$ cat src/rtl/fft_pkg.sv
// Shared FFT datapath constants, payload types and the Q1.14 round/saturate helper.
package fft_pkg;

  localparam int unsigned DW         = 16;
  localparam int unsigned TW         = 16;
  localparam int unsigned FRAC_SHIFT = 14;
  localparam int unsigned ROUND_C    = 1 << 13;
  localparam int unsigned N          = 64;
  localparam int unsigned IDX_W      = 6;
  localparam int unsigned ADDR_W     = IDX_W - 1;
  localparam int unsigned PROD_W     = DW + TW;
  localparam int unsigned SUM_W      = DW + TW + 1;

  typedef struct packed {
    logic signed [DW-1:0] re;
    logic signed [DW-1:0] im;
  } sample_t;

  typedef struct packed {
    logic signed [TW-1:0] c;
    logic signed [TW-1:0] d;
  } twiddle_t;

  typedef struct packed {
    logic signed [PROD_W-1:0] ac;
    logic signed [PROD_W-1:0] bd;
    logic signed [PROD_W-1:0] ad;
    logic signed [PROD_W-1:0] bc;
  } prod_t;

  localparam logic signed [SUM_W-1:0] SAT_MAX = SUM_W'((1 << (DW - 1)) - 1);
  localparam logic signed [SUM_W-1:0] SAT_MIN = ~SAT_MAX;

  // Round half-up, drop the Q1.14 fraction, clip to the sample range.
  function automatic logic signed [DW-1:0] round_sat(input logic signed [SUM_W-1:0] x);
    logic signed [SUM_W-1:0] r;
    r = (x + $signed(SUM_W'(ROUND_C))) >>> FRAC_SHIFT;
    if (r > SAT_MAX) begin
      return SAT_MAX[DW-1:0];
    end else if (r < SAT_MIN) begin
      return SAT_MIN[DW-1:0];
    end
    return r[DW-1:0];
  endfunction

endpackage

$ cat src/rtl/twiddle_rom_64.sv
// W64^e twiddle table for e = 0..31 in Q1.14, registered one-cycle read.
module twiddle_rom_64
  import fft_pkg::*;
(
  input  logic              clk,
  input  logic              rst_n,
  input  logic [ADDR_W-1:0] addr,
  output twiddle_t          tw
);

  twiddle_t tw_d;
  twiddle_t tw_q;

  function automatic twiddle_t ent(input int c, input int d);
    twiddle_t t;
    t.c = TW'(c);
    t.d = TW'(d);
    return t;
  endfunction

  // c = round(16384*cos(2*pi*e/64)), d = round(-16384*sin(2*pi*e/64))
  always_comb begin
    tw_d = ent(16384, 0);
    case (addr)
      5'd0:  tw_d = ent( 16384,      0);
      5'd1:  tw_d = ent( 16305,  -1606);
      5'd2:  tw_d = ent( 16069,  -3196);
      5'd3:  tw_d = ent( 15679,  -4756);
      5'd4:  tw_d = ent( 15137,  -6270);
      5'd5:  tw_d = ent( 14449,  -7723);
      5'd6:  tw_d = ent( 13623,  -9102);
      5'd7:  tw_d = ent( 12665, -10394);
      5'd8:  tw_d = ent( 11585, -11585);
      5'd9:  tw_d = ent( 10394, -12665);
      5'd10: tw_d = ent(  9102, -13623);
      5'd11: tw_d = ent(  7723, -14449);
      5'd12: tw_d = ent(  6270, -15137);
      5'd13: tw_d = ent(  4756, -15679);
      5'd14: tw_d = ent(  3196, -16069);
      5'd15: tw_d = ent(  1606, -16305);
      5'd16: tw_d = ent(     0, -16384);
      5'd17: tw_d = ent( -1606, -16305);
      5'd18: tw_d = ent( -3196, -16069);
      5'd19: tw_d = ent( -4756, -15679);
      5'd20: tw_d = ent( -6270, -15137);
      5'd21: tw_d = ent( -7723, -14449);
      5'd22: tw_d = ent( -9102, -13623);
      5'd23: tw_d = ent(-10394, -12665);
      5'd24: tw_d = ent(-11585, -11585);
      5'd25: tw_d = ent(-12665, -10394);
      5'd26: tw_d = ent(-13623,  -9102);
      5'd27: tw_d = ent(-14449,  -7723);
      5'd28: tw_d = ent(-15137,  -6270);
      5'd29: tw_d = ent(-15679,  -4756);
      5'd30: tw_d = ent(-16069,  -3196);
      5'd31: tw_d = ent(-16305,  -1606);
    endcase
  end

  always_ff @(posedge clk or negedge rst_n) begin
    if (!rst_n) begin
      tw_q <= '0;
    end else begin
      tw_q <= tw_d;
    end
  end

  assign tw = tw_q;

endmodule

$ cat src/rtl/twiddle_mult_stage.sv
// Inter-stage complex twiddle multiplier for the 64-point FFT, fixed 3-cycle pipeline.
module twiddle_mult_stage
  import fft_pkg::*;
(
  input  logic             clk,
  input  logic             rst_n,
  input  logic             din_valid,
  input  logic [IDX_W-1:0] cnt_mult,
  input  logic [DW-1:0]    din_re,
  input  logic [DW-1:0]    din_im,
  output logic             dout_valid,
  output logic [IDX_W-1:0] dout_idx,
  output logic [DW-1:0]    dout_re,
  output logic [DW-1:0]    dout_im,
  output logic             frame_done
);

  logic [ADDR_W-1:0]       rom_addr_c;
  twiddle_t                tw;

  sample_t                 s1_smp_d,   s1_smp_q;
  logic [IDX_W-1:0]        s1_idx_d,   s1_idx_q;
  logic                    s1_valid_d, s1_valid_q;

  prod_t                   s2_prod_d,  s2_prod_q;
  logic [IDX_W-1:0]        s2_idx_d,   s2_idx_q;
  logic                    s2_valid_d, s2_valid_q;

  logic signed [SUM_W-1:0] re_sum_c,   im_sum_c;
  logic signed [DW-1:0]    dout_re_d,  dout_re_q;
  logic signed [DW-1:0]    dout_im_d,  dout_im_q;
  logic [IDX_W-1:0]        dout_idx_d, dout_idx_q;
  logic                    dout_valid_d, dout_valid_q;
  logic                    frame_done_d, frame_done_q;

  // Only the upper half-frame is rotated; the lower half uses W^0.
  assign rom_addr_c = cnt_mult[IDX_W-1] ? cnt_mult[ADDR_W-1:0] : '0;

  twiddle_rom_64 u_rom (
    .clk   (clk),
    .rst_n (rst_n),
    .addr  (rom_addr_c),
    .tw    (tw)
  );

  always_comb begin
    s1_smp_d     = '{re: din_re, im: din_im};
    s1_idx_d     = cnt_mult;
    s1_valid_d   = din_valid;

    s2_prod_d.ac = PROD_W'(s1_smp_q.re) * PROD_W'(tw.c);
    s2_prod_d.bd = PROD_W'(s1_smp_q.im) * PROD_W'(tw.d);
    s2_prod_d.ad = PROD_W'(s1_smp_q.re) * PROD_W'(tw.d);
    s2_prod_d.bc = PROD_W'(s1_smp_q.im) * PROD_W'(tw.c);
    s2_idx_d     = s1_idx_q;
    s2_valid_d   = s1_valid_q;

    re_sum_c     = SUM_W'(s2_prod_q.ac) - SUM_W'(s2_prod_q.bd);
    im_sum_c     = SUM_W'(s2_prod_q.ad) + SUM_W'(s2_prod_q.bc);

    // Output data and index hold through bubbles.
    dout_re_d    = dout_re_q;
    dout_im_d    = dout_im_q;
    dout_idx_d   = dout_idx_q;
    dout_valid_d = s2_valid_q;
    frame_done_d = s2_valid_q && (s2_idx_q == IDX_W'(N - 1));
    if (s2_valid_q) begin
      dout_re_d  = round_sat(re_sum_c);
      dout_im_d  = round_sat(im_sum_c);
      dout_idx_d = s2_idx_q;
    end
  end

  always_ff @(posedge clk or negedge rst_n) begin
    if (!rst_n) begin
      s1_smp_q     <= '0;
      s1_idx_q     <= '0;
      s1_valid_q   <= 1'b0;
      s2_prod_q    <= '0;
      s2_idx_q     <= '0;
      s2_valid_q   <= 1'b0;
      dout_re_q    <= '0;
      dout_im_q    <= '0;
      dout_idx_q   <= '0;
      dout_valid_q <= 1'b0;
      frame_done_q <= 1'b0;
    end else begin
      s1_smp_q     <= s1_smp_d;
      s1_idx_q     <= s1_idx_d;
      s1_valid_q   <= s1_valid_d;
      s2_prod_q    <= s2_prod_d;
      s2_idx_q     <= s2_idx_d;
      s2_valid_q   <= s2_valid_d;
      dout_re_q    <= dout_re_d;
      dout_im_q    <= dout_im_d;
      dout_idx_q   <= dout_idx_d;
      dout_valid_q <= dout_valid_d;
      frame_done_q <= frame_done_d;
    end
  end

  assign dout_re    = dout_re_q;
  assign dout_im    = dout_im_q;
  assign dout_idx   = dout_idx_q;
  assign dout_valid = dout_valid_q;
  assign frame_done = frame_done_q;

endmodule

$ cat config.mk
export PLATFORM = sky130hd
export DESIGN_NAME = twiddle_mult_stage
export DESIGN_NICKNAME = d
export VERILOG_FILES = /design/src/rtl/fft_pkg.sv /design/src/rtl/twiddle_rom_64.sv /design/src/rtl/twiddle_mult_stage.sv
export SDC_FILE = /design/constraint.sdc
export NUM_CORES = 2
export LEC_CHECK = 0
export CAP_MARGIN = 20
export CORE_MARGIN = 3
export CORE_UTILIZATION = 51
export DETAILED_ROUTE_END_ITERATION = 8
export PLACE_DENSITY_LB_ADDON = 0.15
export SLEW_MARGIN = 20
export SYNTH_ARGS = -nofsm -noshare
export SYNTH_HDL_FRONTEND = slang
export SYNTH_SLANG_ARGS = --single-unit
export TNS_END_PERCENT = 50
$ cat constraint.sdc
create_clock -name clk -period 17.5 [get_ports clk]
set_input_delay 3.5 -clock clk [delete_from_list [all_inputs] [get_ports clk]]
set_output_delay 3.5 -clock clk [all_outputs]
set_load 0.01 [all_outputs]
# Yosys cells after proc, flatten, opt, wreduce, memory -nomap -nowiden
# Memories as Yosys holds them, arrays and structs flattened. A register that Yosys moved wholly into a read port is not among the register bits.
# Index checks and enable logic that the tools add are counted.
[word_totals]
in_bits = 41
out_inout_bits = 40
memories = 1
rom_bits = 1024
elab_cells = 44
ff_bits = 214
[mem_list]
columns = ["name", "words", "word_bits", "rd", "rd_ports_with_merged_regs", "write_ports", "line_no", "rtl"]
rows = [
  ["(name not given)", 32, 32, 1, 1, 0, "twiddle_rom_64.sv:24", "case (addr)"],
]
[op_classes]
eq_ne = 1
n_mul = 4
n_mux = 13
magnitude_cmp = 4
reduce_logical = 2
add_sub_neg = 4
[ops]
columns = ["cell", "count"]
rows = [
  ["multiplier 16 x 16 -> 32 bit", 4],
  ["2-to-1 mux 16 bit", 6],
  ["adder 33 x 15 -> 33 bit, second input constant", 2],
  ["greater-than comparator 19 x 16 -> 1 bit, second input constant", 2],
  ["less-than comparator 19 x 16 -> 1 bit, second input constant", 2],
  ["adder 32 x 32 -> 33 bit", 1],
  ["subtractor 32 x 32 -> 33 bit", 1],
  ["== test 6 bit, second input constant", 1],
  ["2-to-1 mux 1 bit", 6],
  ["2-to-1 mux 5 bit", 1],
  ["logical AND 1 bit", 1],
  ["zero test 1 bit", 1],
]

# Longest topological paths before layout
[logic_depth]
depth_word = 7
mapped_depth = 26
ltp_nobuf = 24

# Modules after synthesis
# A second synthesis with hierarchy kept.
[unflattened]
hier_cells = 5213
hier_area_um2 = 50287.0
[by_module_without_submodules]
columns = ["mod", "instances", "seq_area_each_um2", "area_per_inst_um2", "cells_per_inst"]
rows = [
  ["twiddle_mult_stage", 1, 5355.1, 48114.9, 4995],
  ["twiddle_rom_64", 1, 775.7, 2172.1, 218],
]

# Least setup slack after synthesis
# OpenSTA, ideal clock, no wires.
[synth_path]
path_type = "reg2reg"
startpoint = "register s1_smp_q[15] (netlist name)"
endpoint = "register s2_prod_q[30] (netlist name)"
setup_time_ns = 0.071
n_path_buf = 1
path_stages_with_launch = 23
synth_period_minus_slack_ns = 6.309
slack_ns = 11.191
required_time_ns = 17.429
t_arrival_ns = 6.238
cell_sequence = "dfrtp_1 clkbuf_1 nand2_1 inv_1 fa_1 fa_1 fa_1 fa_1 fa_1 inv_1 fa_1 inv_1 ha_1 a21o_1 a21o_1 a21o_1 a21o_1 a21o_1 a21o_1 a221oi_2 o21ai_1 or4_1 nand4_1"
[synth_rtl]
columns = ["element", "line_no", "rtl"]
rows = [
  ["from (decl)", "twiddle_mult_stage.sv:21", "sample_t s1_smp_d, s1_smp_q;"],
  ["from (signal assigned)", "twiddle_mult_stage.sv:88", "s1_smp_q <= s1_smp_d;"],
  ["to (signal assigned)", "twiddle_mult_stage.sv:91", "s2_prod_q <= s2_prod_d;"],
  ["to (decl)", "twiddle_mult_stage.sv:25", "prod_t s2_prod_d, s2_prod_q;"],
]

==> impl_metrics.tcl <==
set metrics [dict create \
    ff_latch_area_sq_um 6140 \
    drive_above_1_share 0.0362 \
    cts_made_buffers 37 \
    hold_buffers 0 \
    status "completed" \
    synth_xor_xnor_area_share 0.0285 \
    gp_congestion 0.835 \
    areaGrowthSynthToFinish_pct 6.72 \
    num_vias 35000 \
    maxSlewHeadroom 0.262 \
    core_area_sq_um 97400 \
    synth.area.mux_share 0.00320 \
    critPathMaxFanout 40 \
    crit_required_ns 17.99 \
    fin_crit_sh 0.415 \
    critPathLaunchType "flop" \
    finalClockSkew_ns 0.0208 \
    final_common_cell "inv_1" \
    initial_core_util 0.518 \
    hold_path_class "reg -> reg" \
    syn_inst 5297 \
    first_pass_iters 6 \
    multi_input_area_sq_um 38900 \
    cts_sinks 245 \
    grt_start_max_net_pins 74 \
    tritoncts "built" \
    ctsRootBufferMaster "clkbuf_16" \
    final_cell_mix "inv_1 (1185), fa_1 (1050), nand2_1 (569)" \
    cts.htree.levels 2 \
    drv_slew 0 \
    synth-compound-area-share 0.0712 \
    clockBufferDepth 3 \
    synth_edf_count 0 \
    grt_pass1_vias 36900 \
    die-area_sq_um 103000 \
    fin_crit_ns 7.26 \
    cp-end-kind "flop" \
    setup_violations 0 \
    port_buffers 80 \
    max_cap_viol_count 0 \
    hold_viol_final 0 \
    grt_overflow 0 \
    synth_fa_ha_area_frac 0.530 \
    synth.distinct_cells 77 \
    syn_area_sq_um 50400 \
    clkTransAtPathRegs_ns 0.05 \
    synth_area_leaders "fa_1 (42%), dfrtp_1 (12%), ha_1 (11%)" \
    cts_setup_buffers 0 \
    hpwl_um 88600 \
    io_pins 81 \
    antenna_found_initial 2 \
    yosys_warnings 0 \
    drt_iter0_markers 2255 \
    chipHeight_um 320 \
    ys_seq_elements 245 \
    clock_latency_ns 0.61 \
    synth_area_leader_cell "fa_1" \
    worst_path_most_repeated_cell "fa_1" \
    ys_seq_area_frac 0.122 \
    die_w_um 320 \
    finalWirelength_um 117000 \
    worst_slew_pin_slew_ns 1.11 \
    synth_top_family_by_area "adder cells" \
    ff2ff_setup_slack_ns 10.24 \
    rsz0062_at_grt "no" \
    vias_per_cell 5.33 \
    synthFlopType "dfrtp_1" \
    setup-tns-final_ns 0 \
    routedWlPerCell_um 17.9 \
    synth_top_area_share 0.417 \
    ant_nets 0 \
    timing.fmax_ghz 0.138 \
    criticalPathCategory "reg -> reg" \
    fin_nets 6799 \
    path_cells "buf_4 -> clkinv_1 -> buf_4 -> nor2_1 -> fa_1 -> fa_1 -> fa_1 -> fa_1 -> fa_1 -> fa_1 -> ha_1 -> a21o_1 -> a21o_1 -> a21o_1 -> a21oi_1 -> o21ai_1 -> nor3_1 -> o311ai_1 -> or3_1 -> o311a_1 -> xor2_1" \
    num-fill-cells 8823 \
    core.rowCount 114 \
    track_usage 0.244 \
    crit_slowest_cell "clkinv_1" \
    post_cts_resized 0 \
    synth_nets 6843 \
    yosys.area_share.simple 0.140 \
    arrival_ns 7.74 \
    slowest_delay_ns 0.51 \
    grt_pass1_wl_um 199000 \
    drc 0 \
    async_flop_share 1.00 \
    syn-mean-instance-area_sq_um 9.52 \
]
state kept, by name (all words and copies together), names as in the netlist, 6 cells and up:
| register | flops |
|---|---|
| s2_prod_q | 128 |
| s1_smp_q | 32 |
| u_rom.tw | 31 |
| dout_im | 16 |
| dout_re | 16 |
| dout_idx | 6 |
| s1_idx_q | 6 |
| s2_idx_q | 6 |
cell usage after synthesis, types with 4 or more instances:
cell type	count
ha_1	455
o21ai_0	85
a31oi_1	25
o21ai_1	4
or3_1	4
o211ai_1	15
mux2_2	9
o31ai_1	22
nor2_1	160
a21oi_1	124
nor4_1	6
xnor2_1	113
a211oi_1	23
a21o_1	74
mux2i_1	6
o221ai_1	18
o21bai_1	19
and2_1	502
xor2_1	51
o221a_2	14
nor2b_1	19
nand3_1	38
a221oi_1	6
a211o_1	8
clkbuf_1	227
dfrtp_1	245
nand4_1	15
inv_1	1185
a311oi_1	4
fa_1	1050
and3_1	18
o2111ai_1	7
nand3b_1	6
o31a_1	4
nor3_1	37
nand2_1	569
or2_2	9
nand2b_1	34
o21a_1	18
worst paths after layout:
| kind | start | cells after the start | endpoint |
|---|---|---|---|
| worst min register to register | s1_idx_q[4]$_DFF_PN0_ | 0 | s2_idx_q[4]$_DFF_PN0_ |
| max in group asynchronous | rst_n | 3 | u_rom.tw[27]$_DFF_PN0_ |
| worst min-delay path | s1_idx_q[4]$_DFF_PN0_ | 0 | s2_idx_q[4]$_DFF_PN0_ |
| min in group asynchronous | rst_n | 1 | s2_prod_q[4]$_DFF_PN0_ |
| worst max register to register | u_rom.tw[15]$_DFF_PN0_ | 21 | s2_prod_q[94]$_DFF_PN0_ |
| worst max-delay path | u_rom.tw[15]$_DFF_PN0_ | 21 | s2_prod_q[94]$_DFF_PN0_ |
routing by layer:
metal	wire length, um	track usage	up-vias	share of wire
met5	0	0	-	0
met2	53200	0.378	950	0.45
met1	53800	0.365	18000	0.46
li1	-	-	15900	-
met4	3350	0.0660	0	0.029
met3	6930	0.0286	121	0.059
critical path: cells and delay by family (launching register included):
| family | cells | cell delay (ns) |
|---|---|---|
| adder cells (fa/ha/maj) | 7 | 3.16 |
| buffers and inverters | 3 | 1.22 |
| XOR/XNOR | 1 | 0.14 |
| AO/OA/AOI/OAI | 7 | 1.36 |
| AND/OR/NAND/NOR | 3 | 0.89 |
| flip-flops | 1 | 0.32 |
final cells by class:
cell class,count,area share
multi-input combinational,3631,0.724
inverter,1186,0.0827
sequential,245,0.114
timing repair buffer,152,0.0250
antenna,1,0.0000465
clock inverter,20,0.00551
tap,1276,0.0297
clock buffer,47,0.0192
metrics by stage:
step / hold slack, ns / util / instance area [sq um] / std cells / setup slack [ns]
2_1_floorplan: 0.331 / - / 50400 / 5297 / 11.19
3_3_place_gp: 0.333 / 0.539 / 52500 / 6490 / 10.48
3_5_place_dp: 0.336 / 0.539 / 52500 / 6490 / 10.39
4_1_cts: 0.349 / 0.552 / 53800 / 6557 / 10.37
5_1_grt: 0.358 / 0.552 / 53800 / 6557 / 9.86
6_report: 0.346 / 0.552 / 53800 / 6558 / 10.24
cell families (layout without fill, tap and decap cells):
| group | Yosys count | count (layout) |
|---|---|---|
| other | 0 | 1 |
| xor gates and xnor gates | 164 | 164 |
| muxes | 15 | 15 |
| DFF | 245 | 245 |
| buffers and inverters | 1421 | 1405 |
| adders and majority gates | 1505 | 1505 |
| AOI/OAI and AO/OA | 519 | 519 |
| and+or+nand+nor | 1428 | 1428 |
Power is not shown: default switching activity piles up to over one toggle a cycle in this logic, so the estimate is an artifact.
